$ cat src/rtl/key_event_ctrl.sv
// Front-panel key event controller: per-key press classifier (short/long/repeat/release)
// feeding a round-robin arbiter onto a single valid/ready event port.
module key_event_ctrl #(
    parameter int NUM_KEYS = 4,
    parameter int CNT_W    = 26,
    parameter int LONG_CNT = 25000000,
    parameter int REP_CNT  = 5000000,
    localparam int KW      = (NUM_KEYS > 1) ? $clog2(NUM_KEYS) : 1
) (
    input  logic                FPGA_CLK,
    input  logic                FPGA_RST,
    input  logic [NUM_KEYS-1:0] KEY_LVL,
    input  logic                EVT_READY,
    input  logic                OVF_CLR,
    output logic                EVT_VALID,
    output logic [KW-1:0]       EVT_KEY,
    output logic [1:0]          EVT_TYPE,
    output logic [NUM_KEYS-1:0] KEY_BUSY,
    output logic [NUM_KEYS-1:0] OVF
);

    typedef enum logic [1:0] {
        ST_IDLE = 2'd0,
        ST_HELD = 2'd1,
        ST_RPT  = 2'd2
    } key_state_t;

    typedef enum logic [1:0] {
        EV_SHORT   = 2'd0,
        EV_LONG    = 2'd1,
        EV_REPEAT  = 2'd2,
        EV_RELEASE = 2'd3
    } evt_type_t;

    localparam logic [CNT_W-1:0] LONG_LAST = CNT_W'(LONG_CNT - 1);
    localparam logic [CNT_W-1:0] REP_LAST  = CNT_W'(REP_CNT - 1);

    key_state_t          state_q   [NUM_KEYS];
    key_state_t          state_d   [NUM_KEYS];
    logic [CNT_W-1:0]    cnt_q     [NUM_KEYS];
    logic [CNT_W-1:0]    cnt_d     [NUM_KEYS];
    evt_type_t           post_type [NUM_KEYS];
    logic [1:0]          ptype_q   [NUM_KEYS];
    logic [NUM_KEYS-1:0] post;
    logic [NUM_KEYS-1:0] pend_q;
    logic [NUM_KEYS-1:0] consume;
    logic [KW-1:0]       rr_q;
    logic [KW-1:0]       rr_next;
    logic [KW-1:0]       winner;
    logic [KW-1:0]       sel;
    logic                found;
    logic                slot_free;

    // Per-key classifier; the counter is bounded by the compares, so it never wraps.
    always_comb begin
        for (int unsigned i = 0; i < NUM_KEYS; i++) begin
            state_d[i]   = state_q[i];
            cnt_d[i]     = cnt_q[i];
            post[i]      = 1'b0;
            post_type[i] = EV_SHORT;
            case (state_q[i])
                ST_IDLE: begin
                    if (KEY_LVL[i]) begin
                        state_d[i] = ST_HELD;
                        cnt_d[i]   = CNT_W'(1);
                    end
                end
                ST_HELD: begin
                    if (!KEY_LVL[i]) begin
                        post[i]      = 1'b1;
                        post_type[i] = EV_SHORT;
                        state_d[i]   = ST_IDLE;
                        cnt_d[i]     = '0;
                    end else if (cnt_q[i] == LONG_LAST) begin
                        post[i]      = 1'b1;
                        post_type[i] = EV_LONG;
                        state_d[i]   = ST_RPT;
                        cnt_d[i]     = '0;
                    end else begin
                        cnt_d[i] = cnt_q[i] + CNT_W'(1);
                    end
                end
                ST_RPT: begin
                    if (!KEY_LVL[i]) begin
                        post[i]      = 1'b1;
                        post_type[i] = EV_RELEASE;
                        state_d[i]   = ST_IDLE;
                        cnt_d[i]     = '0;
                    end else if (cnt_q[i] == REP_LAST) begin
                        post[i]      = 1'b1;
                        post_type[i] = EV_REPEAT;
                        cnt_d[i]     = '0;
                    end else begin
                        cnt_d[i] = cnt_q[i] + CNT_W'(1);
                    end
                end
                default: begin
                    state_d[i] = ST_IDLE;
                    cnt_d[i]   = '0;
                end
            endcase
        end
    end

    always_ff @(posedge FPGA_CLK) begin
        for (int unsigned i = 0; i < NUM_KEYS; i++) begin
            if (FPGA_RST) begin
                state_q[i] <= ST_IDLE;
                cnt_q[i]   <= '0;
            end else begin
                state_q[i] <= state_d[i];
                cnt_q[i]   <= cnt_d[i];
            end
        end
    end

    always_comb begin
        for (int unsigned i = 0; i < NUM_KEYS; i++) begin
            KEY_BUSY[i] = (state_q[i] != ST_IDLE);
        end
    end

    // Round-robin search: first pending key at or above rr, wrapping.
    always_comb begin
        slot_free = !EVT_VALID || EVT_READY;
        found     = 1'b0;
        winner    = '0;
        sel       = '0;
        for (int unsigned k = 0; k < NUM_KEYS; k++) begin
            sel = KW'((32'(rr_q) + k) % NUM_KEYS);
            if (!found && pend_q[sel]) begin
                found  = 1'b1;
                winner = sel;
            end
        end
        consume = '0;
        if (slot_free && found) begin
            consume[winner] = 1'b1;
        end
        rr_next = (winner == KW'(NUM_KEYS - 1)) ? '0 : winner + KW'(1);
    end

    always_ff @(posedge FPGA_CLK) begin
        if (FPGA_RST) begin
            pend_q    <= '0;
            OVF       <= '0;
            rr_q      <= '0;
            EVT_VALID <= 1'b0;
            EVT_KEY   <= '0;
            EVT_TYPE  <= '0;
            for (int unsigned i = 0; i < NUM_KEYS; i++) begin
                ptype_q[i] <= '0;
            end
        end else begin
            for (int unsigned i = 0; i < NUM_KEYS; i++) begin
                if (post[i]) begin
                    pend_q[i]  <= 1'b1;
                    ptype_q[i] <= post_type[i];
                end else if (consume[i]) begin
                    pend_q[i] <= 1'b0;
                end
                // A lost event outranks a simultaneous clear.
                if (post[i] && pend_q[i] && !consume[i]) begin
                    OVF[i] <= 1'b1;
                end else if (OVF_CLR) begin
                    OVF[i] <= 1'b0;
                end
            end
            if (slot_free) begin
                if (found) begin
                    EVT_VALID <= 1'b1;
                    EVT_KEY   <= winner;
                    EVT_TYPE  <= ptype_q[winner];
                    rr_q      <= rr_next;
                end else begin
                    EVT_VALID <= 1'b0;
                end
            end
        end
    end

endmodule

$ cat config.mk
export PLATFORM = sky130hd
export DESIGN_NAME = key_event_ctrl
export DESIGN_NICKNAME = d
export VERILOG_FILES = /design/src/rtl/key_event_ctrl.sv
export SDC_FILE = /design/constraint.sdc
export NUM_CORES = 1
export LEC_CHECK = 0
export CAP_MARGIN = 20
export CELL_PAD_IN_SITES_DETAIL_PLACEMENT = 1
export CELL_PAD_IN_SITES_GLOBAL_PLACEMENT = 1
export CORE_ASPECT_RATIO = 1.4
export CORE_MARGIN = 3
export CORE_UTILIZATION = 40
export CTS_CLUSTER_DIAMETER = 30
export DETAILED_ROUTE_END_ITERATION = 10
export GPL_TIMING_DRIVEN = 0
export PLACE_DENSITY = 0.78
export SETUP_SLACK_MARGIN = 0.05
export SKIP_CTS_REPAIR_TIMING = 1
export SLEW_MARGIN = 20
export SYNTH_ARGS = -nofsm -noshare
export SYNTH_HDL_FRONTEND = slang
export SYNTH_SLANG_ARGS = --single-unit
$ cat constraint.sdc
create_clock -name FPGA_CLK -period 4.8 [get_ports FPGA_CLK]
set_clock_uncertainty 0.2 [all_clocks]
set_input_delay 0.72 -clock FPGA_CLK [delete_from_list [all_inputs] [get_ports FPGA_CLK]]
set_output_delay 0.72 -clock FPGA_CLK [all_outputs]
set_load 0.005 [all_outputs]
* Word-level counts from Yosys, hierarchy flattened
Memory sizes are Yosys's and may differ from the RTL's. A register that Yosys moved wholly into a read port is not among the register bits. Cells that the tools add are included.
Storage, ports and cells: logic and storage cells 241, memories kept 3, output and inout bits 13, flip-flop bits (word level) 13, input port bits 8, bits in writable memories 120
Memory list:
- cnt_q | depth 4, bits a word 26, read ports 4, clocked after Yosys merged registers in 0, wr ports 4, line 40 | logic [CNT_W-1:0] cnt_q [NUM_KEYS];
- ptype_q | depth 4, bits a word 2, read ports 1, clocked after Yosys merged registers in 1, wr ports 4, line 43 | logic [1:0] ptype_q [NUM_KEYS];
- state_q | depth 4, bits a word 2, read ports 4, clocked after Yosys merged registers in 0, wr ports 4, line 38 | key_state_t state_q [NUM_KEYS];
Cells by class: reductions and logical operators 39, equality and inequality tests 17, multiplexer cells 145, bitwise operators 12, magnitude comparators 6, add/sub/neg operators 8
Operators by type and width (count):
- $mux W26 | 24
- $pmux W26 S3 | 4
- $add A26 B1 Y26 const B | 4
- $eq A26 B23 Y1 const B | 4
- $eq A26 B25 Y1 const B | 4
- $mux W2 | 37
- $mux W1 | 62
- $pmux W2 S3 | 4
- $reduce_bool A2 Y1 | 12
- $pmux W2 S2 | 4
- $lt A2 B3 Y1 const B | 5
- $logic_and A1 B1 Y1 | 13
- $or A1 B1 Y1 | 12
- $eq A2 B2 Y1 const B | 5
- $bmux W1 S2 | 4
- $eq A2 B1 Y1 const B | 4
- $logic_not A1 Y1 | 8
- $logic_not A2 Y1 | 4
- $pmux W1 S2 | 4
- $add A2 B1 Y2 const B | 2
- $add A2 B2 Y2 const B | 2
- $mux W4 | 1
- $demux W1 S2 | 1
- $ge A2 B1 Y1 const B | 1
- 2 further kinds | 2

* Depth between registers and ports, before layout
Gate-level depths: netlist of the first run.
word-level depth 20, gate-level depth with buffers 10, mapped depth without buffers 8

* Worst setup path before layout of the first run
OpenSTA, ideal clock, no wires.
path type register to register, start memory cnt_q[1][20], end memory ptype_q[1][0] (enable), path slack 2222 ps, clock period less this slack 2578 ps, setup time 297 ps, buffers on the path 0, data required time 4303 ps, cell stages (with the launch flop) 7, arrival 2081 ps, cell sequence dfxtp_1 or4b_1 or4_4 o41ai_1 a22o_1 nand2_1 nand2_1
RTL lines (line):
- start, declared | 40
- end, declared | 43

==> results.py, run 1 <==
metrics = {
    "finish": {
        "layout_common_cells": "dfxtp_1, nand2_1, a21oi_1",
        "drive_above_1_share": 0.0682,
        "antenna_cells_inserted": 0,
        "number_of_fill_cells": 2240,
        "final_nets": 1016,
        "area.growth.synth_to_final_pct": 15.5,
        "post-route-util": 0.477,
    },
    "timing": {
        "timing.final.hold_violations": 0,
        "worst-slew-pin-transition_ns": 0.854,
        "max_slew_margin": 0.431,
        "finalMaxSlewViolations": 0,
        "finalSetupViolations": 0,
        "grt_setup_unrepaired": "no",
        "clock.fmax_mhz": 265,
        "timing.final.crit_period_ns": 3.78,
        "timing.final.crit_share": 0.787,
        "setup-tns-final_ns": 0,
    },
    "grt": {
        "groute.layer.met1.usage": 0.247,
        "globalRouteTotalUtil": 0.223,
        "grt_max_degree": 17,
        "grt_pass1_vias": 7578,
        "antenna_violations_before_repair": 0,
        "grt_use_met2": 0.418,
        "met3_usage": 0.0370,
        "grt_pass1_wl_microns": 37100,
        "busiest_layer": "met2",
        "grt.overflow.total": 0,
    },
    "power_and_ir_drop": {
        "power.clock.fraction": 0.488,
        "netSwitchingFraction": 0.259,
        "seq_power_share": 0.391,
        "power.density_cell_area_mw_per_mm2": 352,
        "combinationalPowerShare": 0.121,
        "power_mw": 3.05,
        "leakagePower_nw": 3.00,
        "internal-power_mw": 2.26,
        "vdd_ir_drop_max_v": 0.000264,
        "power_switching_uw": 791,
    },
    "synthesis": {
        "postSynthNetCount": 977,
        "synthSimpleGateAreaFrac": 0.290,
        "synth_area_per_cell_sq_um": 7.95,
        "synth-edff-count": 8,
        "synth_top_family_by_area": "simple AND/OR/NAND/NOR gates",
        "synth.top_cells.by_area": "dfxtp_1, nand2_1, a31oi_1, a21oi_1, ha_1",
        "syn_area_sq_mm": 0.00751,
        "ys_async_sr_fraction": 0,
        "ys_seq_area_frac": 0.370,
        "synth_warn": 0,
        "synthXorXnorAreaFrac": 0.0175,
        "synthDominantCellAreaShare": 0.338,
        "post_synthesis_adder_cell_area_fraction": 0.0400,
        "ys_seq_elements": 135,
        "synth.area.mux_share": 0.0190,
        "ys.flop_type": "dfxtp_1",
        "synthCells": 945,
        "synth_unique_cells": 74,
        "synth-compound-area-share": 0.217,
        "synth_area_leader_cell": "dfxtp_1",
    },
    "route": {
        "drc": 0,
        "antenna_left": 0,
        "drt_iter0_drc": 394,
        "detail_route.first_pass.iterations": 5,
        "vias_cell": 5.92,
        "detail_route.wl_per_cell_microns": 17.9,
        "detailed_route_via_count": 7329,
        "postRouteWirelength_microns": 22100,
    },
    "worst_setup_path": {
        "timing.critical_path.from_type": "input port",
        "crit_path_end": "cnt_q[2][22]$_SDFFE_PP0P_",
        "setup.worst_path.end_class": "flop",
        "worst_setup_path_startpoint": "FPGA_RST",
        "critical_path_peak_fanout": 10,
        "worst-r2r-cell-count": 9,
        "setup.reg_to_reg.worst_slack_ns": 1.68,
        "required_ns": 4.95,
        "r2r_start": "cnt_q[0][0]$_SDFFE_PP0P_",
        "worst-setup-path-type": "input port to flop",
        "timing.rr.end": "cnt_q[0][9]$_SDFFE_PP0P_",
        "timing.critical_path.arrival_ns": 3.93,
    },
    "place": {
        "dp.final_hpwl_microns": 15600,
        "place.port_buffers": 19,
        "routabilityCongestion": 0.831,
    },
    "floorplanning": {
        "ioPinCount": 21,
        "fp-row-count": 58,
        "die_area_sq_mm": 0.0205,
        "start_util": 0.413,
        "die_width_microns": 122,
        "die_h_microns": 168,
        "design.core.area_sq_mm": 0.0182,
    },
    "min_path": {
        "min-delay-start": "EVT_KEY[1]$_SDFFE_PP0P_",
        "hold_path_class": "flop to flop",
        "hold-path-cell-count": 2,
    },
    "run_status": {
        "status": "completed",
    },
    "cts": {
        "cts_max_path_buffers": 2,
        "cts.sink_count": 135,
        "cts_tree": "done",
        "clkSlewWorstSetupHoldPaths_ns": 0.06,
        "clock-root-buffer": "clkbuf_16",
        "clock_latency_ns": 0.43,
        "cts_made_buffers": 17,
        "cts_max_level": 4,
    },
    "job": {
        "cap_violations": 0,
    },
}
[sequential cells by signal, summed over array words and instances, names as in the netlist]
name	cells
state_q	8
EVT_VALID	1
OVF	4
EVT_TYPE	2
pend_q	4
EVT_KEY	2
cnt_q	104
ptype_q	8
rr_q	2
[power by group through the flow]
stage / clock network (mW) / registers, mW / logic (mW)
final: 1.49 / 1.19 / 0.369
after global routing: 1.56 / 1.20 / 0.415
after global placement: 0 / 1.22 / 0.357
after CTS: 1.51 / 1.19 / 0.373
after floorplan: 0 / 1.21 / 0.247
after detailed placement: 0 / 1.22 / 0.368
[cell type report]
cell class	count	area, sq um	area share
Multi-Input combinational cell	727	4380	0.505
Clock inverter	10	163	0.0187
Inverter	38	143	0.0164
Timing Repair Buffer	20	195	0.0225
Tap cell	240	300	0.0346
Buffer	45	206	0.0238
Clock buffer	22	507	0.0584
Sequential cell	135	2780	0.321
[worst min-delay path by stage]
stage	end	slack (ns)
floorplan	cnt_q[3][25]$_SDFFE_PP0P_	0.23
CTS	EVT_KEY[1]$_SDFFE_PP0P_	0.26
detailed placement	EVT_KEY[1]$_SDFFE_PP0P_	0.26
finish	EVT_KEY[1]$_SDFFE_PP0P_	0.26
global placement	cnt_q[3][25]$_SDFFE_PP0P_	0.25
global route	EVT_KEY[1]$_SDFFE_PP0P_	0.29
[stage by stage]
step | area, sq um | setup slack [ns] | instances | hold slack [ns]
floorplan | 7510 | 2.22 | 945 | 0.233
global placement | 8010 | 0.722 | 1204 | 0.246
detailed placement | 8010 | 0.647 | 1205 | 0.257
CTS | 8680 | 1.03 | 1237 | 0.265
global route | 8680 | 0.852 | 1237 | 0.285
finish | 8680 | 1.02 | 1237 | 0.261
[logic make-up (layout without fill, tap and decap cells)]
| logic type | count (synthesis) | count (layout) |
|---|---|---|
| and+or+nand+nor | 418 | 418 |
| DFF | 135 | 135 |
| buffers and inverters | 83 | 135 |
| muxes | 14 | 14 |
| adders and majority gates | 24 | 24 |
| AOI/OAI and AO/OA | 256 | 256 |
| xor gates and xnor gates | 15 | 15 |
[Yosys cell counts, drive strengths merged, types with 4 or more instances]
| cell type | instances |
|---|---|
| o21ai | 54 |
| or4 | 11 |
| a21o | 16 |
| or2 | 4 |
| nand3 | 52 |
| and3 | 10 |
| nor2b | 7 |
| nand2 | 127 |
| and2 | 15 |
| a21oi | 71 |
| or3 | 20 |
| mux2i | 12 |
| ha | 24 |
| clkbuf | 30 |
| o21ba | 4 |
| xor2 | 9 |
| o32ai | 6 |
| nor3 | 18 |
| nor2 | 61 |
| nand4 | 30 |
| and4 | 10 |
| or2b | 4 |
| edfxtp | 8 |
| o22ai | 7 |
| a211oi | 4 |
| nand2b | 13 |
| xnor2 | 6 |
| buf | 15 |
| dfxtp | 127 |
| a31oi | 57 |
| a22o | 14 |
| inv | 38 |
| a41oi | 6 |
| nor4 | 14 |
[worst max-delay path, stage by stage]
cell	delay (ns)
clkdlybuf4s50_1	0.61
inv_1	0.28
clkbuf_1	0.54
nand3_1	0.20
a21oi_1	0.27
clkbuf_1	0.44
clkbuf_1	0.52
nand2_1	0.12
a31oi_1	0.21
[metal layers]
metal  wire length, microns  vias up
li1                       -     3555
met1                   9280     3640
met2                  11800       93
met3                    539       41
met4                    510        0
met5                      0        -
No activity file was read; power rests on OpenSTA's default activity.
==> inputs of run 2 (changes only) <==
--- a/config.mk
+++ b/config.mk
@@ -14,7 +14,7 @@
 export CTS_CLUSTER_DIAMETER = 30
 export DETAILED_ROUTE_END_ITERATION = 10
 export GPL_TIMING_DRIVEN = 0
-export PLACE_DENSITY = 0.78
+export PLACE_DENSITY = 0.81
 export SETUP_SLACK_MARGIN = 0.05
 export SKIP_CTS_REPAIR_TIMING = 1
 export SLEW_MARGIN = 20
==> constraint.sdc (replaced) <==
create_clock -name FPGA_CLK -period 3.2 [get_ports FPGA_CLK]
set_clock_uncertainty 0.2 [all_clocks]
set_input_delay 0.48 -clock FPGA_CLK [delete_from_list [all_inputs] [get_ports FPGA_CLK]]
set_output_delay 0.48 -clock FPGA_CLK [all_outputs]
set_load 0.005 [all_outputs]
==> run 2 against run 1 <==
Net effect: highest routed layer unchanged; total power is 40% higher; wire length is 1.3% lower; critical endpoint unchanged; combinational power is 50% higher.
==> results.py, run 2 (same netlist as run 1, synthesis figures left out) <==
metrics = {
    "route": {
        "drt_iter0_drc": 376,
        "postRouteWirelength_microns": 21800,
        "vias_cell": 5.86,
        "detail_route.first_pass.iterations": 7,
        "antenna_left": 0,
        "detail_route.wl_per_cell_microns": 17.7,
        "detailed_route_via_count": 7243,
        "drc": 0,
    },
    "timing": {
        "timing.final.hold_violations": 0,
        "timing.final.crit_period_ns": 2.99,
        "setup-tns-final_ns": 0,
        "timing.final.crit_share": 0.934,
        "layout_setup_ws_ns": 0.211,
        "finalMaxSlewViolations": 0,
        "clock.fmax_mhz": 335,
        "finalHoldWorstSlack_ns": 0.271,
        "grt_setup_unrepaired": "no",
        "worst-slew-pin-transition_ns": 1.12,
        "finalSetupViolations": 0,
        "max_slew_margin": 0.248,
    },
    "worst_setup_path": {
        "timing.critical_path.arrival_ns": 3.14,
        "worst-r2r-cell-count": 9,
        "worst_setup_path_startpoint": "FPGA_RST",
        "timing.critical_path.from_type": "input port",
        "timing.rr.end": "cnt_q[0][14]$_SDFFE_PP0P_",
        "crit_path_end": "cnt_q[2][22]$_SDFFE_PP0P_",
        "r2r_start": "cnt_q[0][0]$_SDFFE_PP0P_",
        "critical_path_peak_fanout": 10,
        "setup.reg_to_reg.worst_slack_ns": 0.29,
        "required_ns": 3.35,
        "worst-setup-path-type": "input port to flop",
        "setup.worst_path.end_class": "flop",
    },
    "floorplanning": {
        "die_h_microns": 168,
        "die_area_sq_mm": 0.0205,
        "design.core.area_sq_mm": 0.0182,
        "die_width_microns": 122,
        "ioPinCount": 21,
        "start_util": 0.413,
        "fp-row-count": 58,
    },
    "power_and_ir_drop": {
        "internal-power_mw": 3.12,
        "combinationalPowerShare": 0.129,
        "power.density_cell_area_mw_per_mm2": 497,
        "netSwitchingFraction": 0.270,
        "power_switching_mw": 1.15,
        "power.clock.fraction": 0.451,
        "leakagePower_nw": 2.97,
        "power_mw": 4.27,
        "seq_power_share": 0.419,
        "vdd_ir_drop_max_v": 0.000405,
    },
    "finish": {
        "biggestRegsByFlops": "cnt_q (104), ptype_q (8), state_q (8)",
        "final_nets": 1015,
        "register_area_sq_mm": 0.00278,
        "drive_above_1_share": 0.0693,
        "largest_register": "cnt_q",
        "layout_common_cells": "dfxtp_1, nand2_1, a21oi_1",
        "antenna_cells_inserted": 0,
        "number_of_flip_flops_in_the_largest_register": 104,
        "finish.cell_count_without_fillers": 1236,
        "number_of_fill_cells": 2237,
        "area.growth.synth_to_final_pct": 14.4,
        "multiInputGateArea_sq_mm": 0.00439,
    },
    "place": {
        "place.port_buffers": 19,
        "dp_worst_setup_slack_ns": -0.762,
        "dp.final_hpwl_microns": 15700,
        "routabilityCongestion": 0.855,
        "dp_cells": 1204,
    },
    "grt": {
        "grt_pass1_vias": 7416,
        "grt_pass1_wl_microns": 36300,
        "globalRouteTotalUtil": 0.216,
        "grt_max_degree": 17,
        "grt.overflow.total": 0,
        "antenna_violations_before_repair": 0,
    },
    "cts": {
        "cts_made_buffers": 17,
        "cts_max_path_buffers": 2,
        "cts_tree": "done",
        "clock-root-buffer": "clkbuf_16",
        "clock_latency_ns": 0.43,
        "cts_max_level": 4,
        "cts.sink_count": 135,
        "clkSlewWorstSetupHoldPaths_ns": 0.06,
    },
    "run_status": {
        "status": "completed",
    },
    "min_path": {
        "hold_path_class": "flop to flop",
    },
    "job": {
        "cap_violations": 0,
    },
}
==> run 2: worst min path at each step <==
stage	from	end	cells after the start
after floorplan	cnt_q[3][25]$_SDFFE_PP0P_	cnt_q[3][25]$_SDFFE_PP0P_	1
after global placement	cnt_q[3][25]$_SDFFE_PP0P_	cnt_q[3][25]$_SDFFE_PP0P_	1
after detailed placement	OVF[3]$_SDFFE_PP0P_	OVF[3]$_SDFFE_PP0P_	2
after CTS	OVF[3]$_SDFFE_PP0P_	OVF[3]$_SDFFE_PP0P_	2
after global routing	cnt_q[3][25]$_SDFFE_PP0P_	cnt_q[3][25]$_SDFFE_PP0P_	1
final	OVF[3]$_SDFFE_PP0P_	OVF[3]$_SDFFE_PP0P_	2
==> run 2: power by group through the flow <==
stage | Sequential (mW) | Clock (mW) | Combinational, mW
after floorplan | 1.82 | 0 | 0.370
after global placement | 1.83 | 0 | 0.532
after detailed placement | 1.83 | 0 | 0.552
after CTS | 1.79 | 1.97 | 0.557
after global routing | 1.80 | 2.02 | 0.619
final | 1.79 | 1.93 | 0.553
==> run 2: stage by stage <==
step / utilization / area, sq um
after detailed placement: 0.439 / 8010
final: 0.472 / 8600
after global routing: 0.472 / 8600
after CTS: 0.471 / 8580
after global placement: 0.439 / 8010
after floorplan: - / 7510
==> run 2: critical path, stage by stage <==
cell,delay [ns]
clkdlybuf4s50_1,0.63
inv_1,0.30
clkbuf_2,0.33
nand3_1,0.16
a21oi_1,0.31
clkbuf_2,0.32
clkbuf_2,0.31
nand2_1,0.10
a31oi_1,0.19
==> run 2: final cells by class <==
class | count | share of cell area
Sequential cell | 135 | 0.324
Timing Repair Buffer | 19 | 0.0221
Clock inverter | 5 | 0.00378
Inverter | 38 | 0.0166
Buffer | 45 | 0.0245
Tap cell | 240 | 0.0349
Multi-Input combinational cell | 727 | 0.511
Clock buffer | 27 | 0.0635
==> run 2: per-layer routing <==
layer | share of wire | up-vias | wire (microns) | GRT usage
met5 | 0 | - | 0 | 0
met4 | 0.018 | 0 | 388 | 0.0741
met3 | 0.025 | 27 | 549 | 0.0373
met2 | 0.54 | 105 | 11700 | 0.401
met1 | 0.42 | 3557 | 9170 | 0.245
li1 | - | 3554 | - | -
==> RTL change 1, RTL diff (config.mk and constraints of run 2) <==
Make the reset (`FPGA_RST`) asynchronous in one clocked block.
--- a/src/rtl/key_event_ctrl.sv
+++ b/src/rtl/key_event_ctrl.sv
@@ -141,5 +141,5 @@
     end
 
-    always_ff @(posedge FPGA_CLK) begin
+    always_ff @(posedge FPGA_CLK or posedge FPGA_RST) begin
         if (FPGA_RST) begin
             pend_q    <= '0;
Formal check against the unedited RTL: differs if FPGA_RST is asserted again (counterexample within 4 cycles, from zero or initial values and one cycle with FPGA_RST high); with FPGA_RST held inactive, the same outputs for 4 cycles.
==> RTL change 1 against run 2 <==
Maximum frequency is 1.5% lower. Worst hold slack improved by 0.0094 ns. Sequential cell count is the same. Cell area rose by 1.0%. Wire length is 0.46% higher. Total power increased by 5.1%. Combinational power up 46%. Sequential share of layout area up 0.082 points. Non-clock buffer count is 4 lower. Highest routed layer unchanged. Synthesized area rose by 0.45%. Clock power shrank 6%. First-iteration DRC count up 1.3%. Setup slack got worse by 0.045 ns.
==> RTL change 1: results (changes against run 2) <==
drt pass-1 iters=4 (-3); DR iter-0 viols=381 (+1.3%); Max rail drop VDD=0.000387 V (-4.5%); GPL Wtd Cong=0.834 (-2.4%); reg2reg path depth=10 (+1); Crit-path slowest cell=dfxtp_1; critical path's top delay family=compound AO/OA/AOI/OAI gates; GRT Total Usage=0.218 (+0.00175); ranking of synthesized cells by area=dfxtp_1, dfrtp_1, a21oi_1; wire length of the first global-routing pass=36800 µm (+1.3%); Lkg Pwr=0.00321 µW (+7.9%); FF-to-FF Start=cnt_q[1][0]; Worst Min Path Start=cnt_q[1][22]; # fillers=2207 (-1.3%); Synth Area per Inst=8.13 µm² (+2.2%); status=complete, no violations; I/O Buffers=18 (-1); largest net degree at the start of global routing=30 (+13); Post-Synth XOR/XNOR Area=0.0151 (-0.00240); syn nets=961 (-1.6%); GRT met3 Usage=0.0421 (+0.00481); multiplexer area fraction after synthesis=0.0275 (+0.00853); DP Wirelength=15300 µm (-2.3%); final-stage net count=1005 (-0.99%); WHS=0.280 ns (+0.00943 ns); adder-cell share of the synthesized area=0.0398 (-0.000179); asr flop ratio synth=0.170 (+0.170); complex-gate fraction of the synthesized area=0.228 (+0.0111); Seq/Total Area, Yosys=0.373 (+0.00298); Worst R2R Setup Slack=0.17 ns (-0.12 ns); slowest stage delay, CP=0.42 ns (-0.21 ns); met2 Use GR=0.388 (-0.0123); top cells by count, synth=dfxtp_1, nand2_1, a21oi_1; Non-Filler Instances=1225 (-0.89%); vias in the first global route=7430 (+0.19%); reg2reg end=cnt_q[1][6]
RTL change 1: power breakdown:
part | internal [µW] | switching (µW)
registers | 1780 | 89.5
logic | 351 | 455
clock network | 1080 | 732
RTL change 1: worst max-delay path by stage:
stage	cells past startpoint	slack, ns	startpoint	end
after detailed placement	9	0.02	cnt_q[1][0]	cnt_q[1][6]
final	10	0.17	cnt_q[1][0]	cnt_q[1][6]
after floorplan	8	0.59	cnt_q[1][0]	cnt_q[1][7]
after global placement	6	-0.37	FPGA_RST	cnt_q[1][22]
after CTS	9	-0.09	cnt_q[1][0]	cnt_q[1][6]
after global routing	10	0.04	cnt_q[1][0]	cnt_q[1][2]
RTL change 1: cell type report:
class | instances | area share
plain buffers | 35 | 0.0186
clock buffers | 27 | 0.0591
clock inverters | 4 | 0.00231
inverters | 48 | 0.0207
multi-input cells | 711 | 0.512
flip-flops and latches | 135 | 0.324
well taps | 240 | 0.0346
repair buffers | 25 | 0.0282
RTL change 1: stage by stage:
| stage | cell area (µm²) | TNS (ns) | setup WS, ns |
|---|---|---|---|
| 2_1_floorplan | 7550 | 0 | 0.589 |
| 3_3_place_gp | 8030 | -11.95 | -0.370 |
| 3_5_place_dp | 8060 | 0 | 0.0162 |
| 4_1_cts | 8590 | -0.936 | -0.0888 |
| 5_1_grt | 8680 | 0 | 0.0432 |
| 6_report | 8680 | 0 | 0.166 |
RTL change 1: layer usage:
layer | vias to the layer above | share of wire
li1 | 3542 | -
met1 | 3626 | 0.44
met2 | 95 | 0.52
met3 | 32 | 0.023
met4 | 0 | 0.019
met5 | - | 0
==> RTL change 2, RTL diff (config.mk and constraints of run 2) <==
Made on the original files. `NUM_KEYS`: 4 -> 8.
--- a/src/rtl/key_event_ctrl.sv
+++ b/src/rtl/key_event_ctrl.sv
@@ -2,5 +2,5 @@
 // feeding a round-robin arbiter onto a single valid/ready event port.
 module key_event_ctrl #(
-    parameter int NUM_KEYS = 4,
+    parameter int NUM_KEYS = 8,
     parameter int CNT_W    = 26,
     parameter int LONG_CNT = 25000000,
Interface: changed (resized EVT_KEY, KEY_BUSY, KEY_LVL and OVF); port bits go from 21 to 34. No check against the original RTL was run, so the function may have changed too.
==> RTL change 2 against run 2 <==
The run now ends with setup timing left. Cell area is 130% higher. Wire length increased to 2.8 times the old value. Sequential cell count grew 130. Core utilization grew 4.6 points. Register-to-register slack got worse by 1.2 ns. Clock power rose to 3.5 times the old value. Synthesized area up 110%. Largest power group unchanged. Critical path type is now register to register. Total power increased to 3.1 times the old value. Setup slack worse by 1.1 ns. Critical path depth increased by 3.
==> RTL change 2: results (changes against run 2) <==
Area Overhead vs Synth=26.8%; ranking of synthesized cells by area=dfxtp_1, a21oi_1, nor2_1; GRT Total Usage=0.257 (+0.0408); share of layout cells above drive strength 1=0.145 (+0.0761); DP Wirelength=37100 µm (+140%); registers with the most flip-flops=cnt_q (208), ptype_q (16), state_q (16); reg2reg path depth=12 (+3); total CTS buffers=66 (+49); Setup crit start=rr_q[1]; final-stage net count=2202 (+120%); count of non-CTS inverters in the layout=55 (+45%); Pint=9010 µW (+190%); setup ws final=-0.865 ns (-1.08 ns); initial antenna violation count=1 (+1); Worst Max-Slew Pin Slew=1.31 ns (+0.189 ns); post-DR vias/cell=6.46 (+10%); largest net degree at the start of global routing=12 (-5); # fillers=4572 (+100%); Placed Area=16400 µm² (+100%); Lkg Pwr=0.00677 µW (+130%); GRT met3 Usage=0.0443 (+0.00704); number of flops mapped to enable cells by yosys=16 (+8); slowest stage delay, CP=0.52 ns (-0.11 ns); Worst Min Path Start=KEY_LVL[2]; crit path to=rr_q[2]; Comb power=2820 µW (+410%); storage element area=5480 µm² (+97%); met1 wire length=23100 µm (+150%); M1 GR Usage=0.283 (+0.0383); buffers outside the clock class=179 (+180%); multi-input gates=1581 (+120%); I/O Buffers=27 (+8); DR iter-0 viols=1156 (+210%); clk buf depth=3 (+1); Worst Hold Class=primary input to register; Non-clock buffers, area share=0.0622 (+0.0157); top cells by count, synth=dfxtp_1, nor2_1, a21oi_1; final setup vio count=25 (+25); drt pass-1 iters=5 (-2); critical path's top delay family=compound AO/OA/AOI/OAI gates; Top Layer Used=met5; clk_buf instances=77 (+190%); Final TNS setup=-13.81 ns (-13.81 ns); failing checks=setup timing; distinct cell type count of the synthesized netlist=82 (+11%); Seq/Total Area, Yosys=0.354 (-0.0165); Clock buf/inv share=0.115 (+0.0478); GPL Wtd Cong=0.915 (+7.1%); Skew-Pair Late Insertion Delay=0.60 ns (+0.17 ns); Mapped Area=15400 µm² (+110%); Crit-path slowest cell=nor4_1; Post-Synth XOR/XNOR Area=0.00283 (-0.0146); multiplexer area fraction after synthesis=0.0292 (+0.0102); status=finished, violations left; share of power burned in the clock network=0.516 (+0.065); syn nets=2054 (+110%)
-- RTL change 2: changes by cell type after synthesis, sizes merged, moves of 44 or more --
cell    delta
nor2     +171
a21oi    +153
o21ai    +123
dfxtp    +122
clkbuf    +59
nor3b     +56
and3      +50
nand2     +49
nor3      +44
-- RTL change 2: worst register-to-register path, stage by stage, from the launching register on --
cell        delay, ns
dfxtp_4          0.41
buf_12           0.14
clkinvlp_4       0.14
ha_4             0.33
buf_8            0.13
mux4_2           0.42
mux2i_1          0.36
a32oi_2          0.23
o31ai_4          0.39
nand3_2          0.29
nor4_1           0.52
o21ai_1          0.17
a21oi_1          0.24
-- RTL change 2: through the flow --
stage          hold WS (ns)  setup slack, ns
6_report             0.0859           -0.865
3_5_place_dp          0.273           -0.697
2_1_floorplan         0.240           -0.212
4_1_cts              0.0628           -0.741
5_1_grt               0.110           -0.875
3_3_place_gp          0.257           -0.607
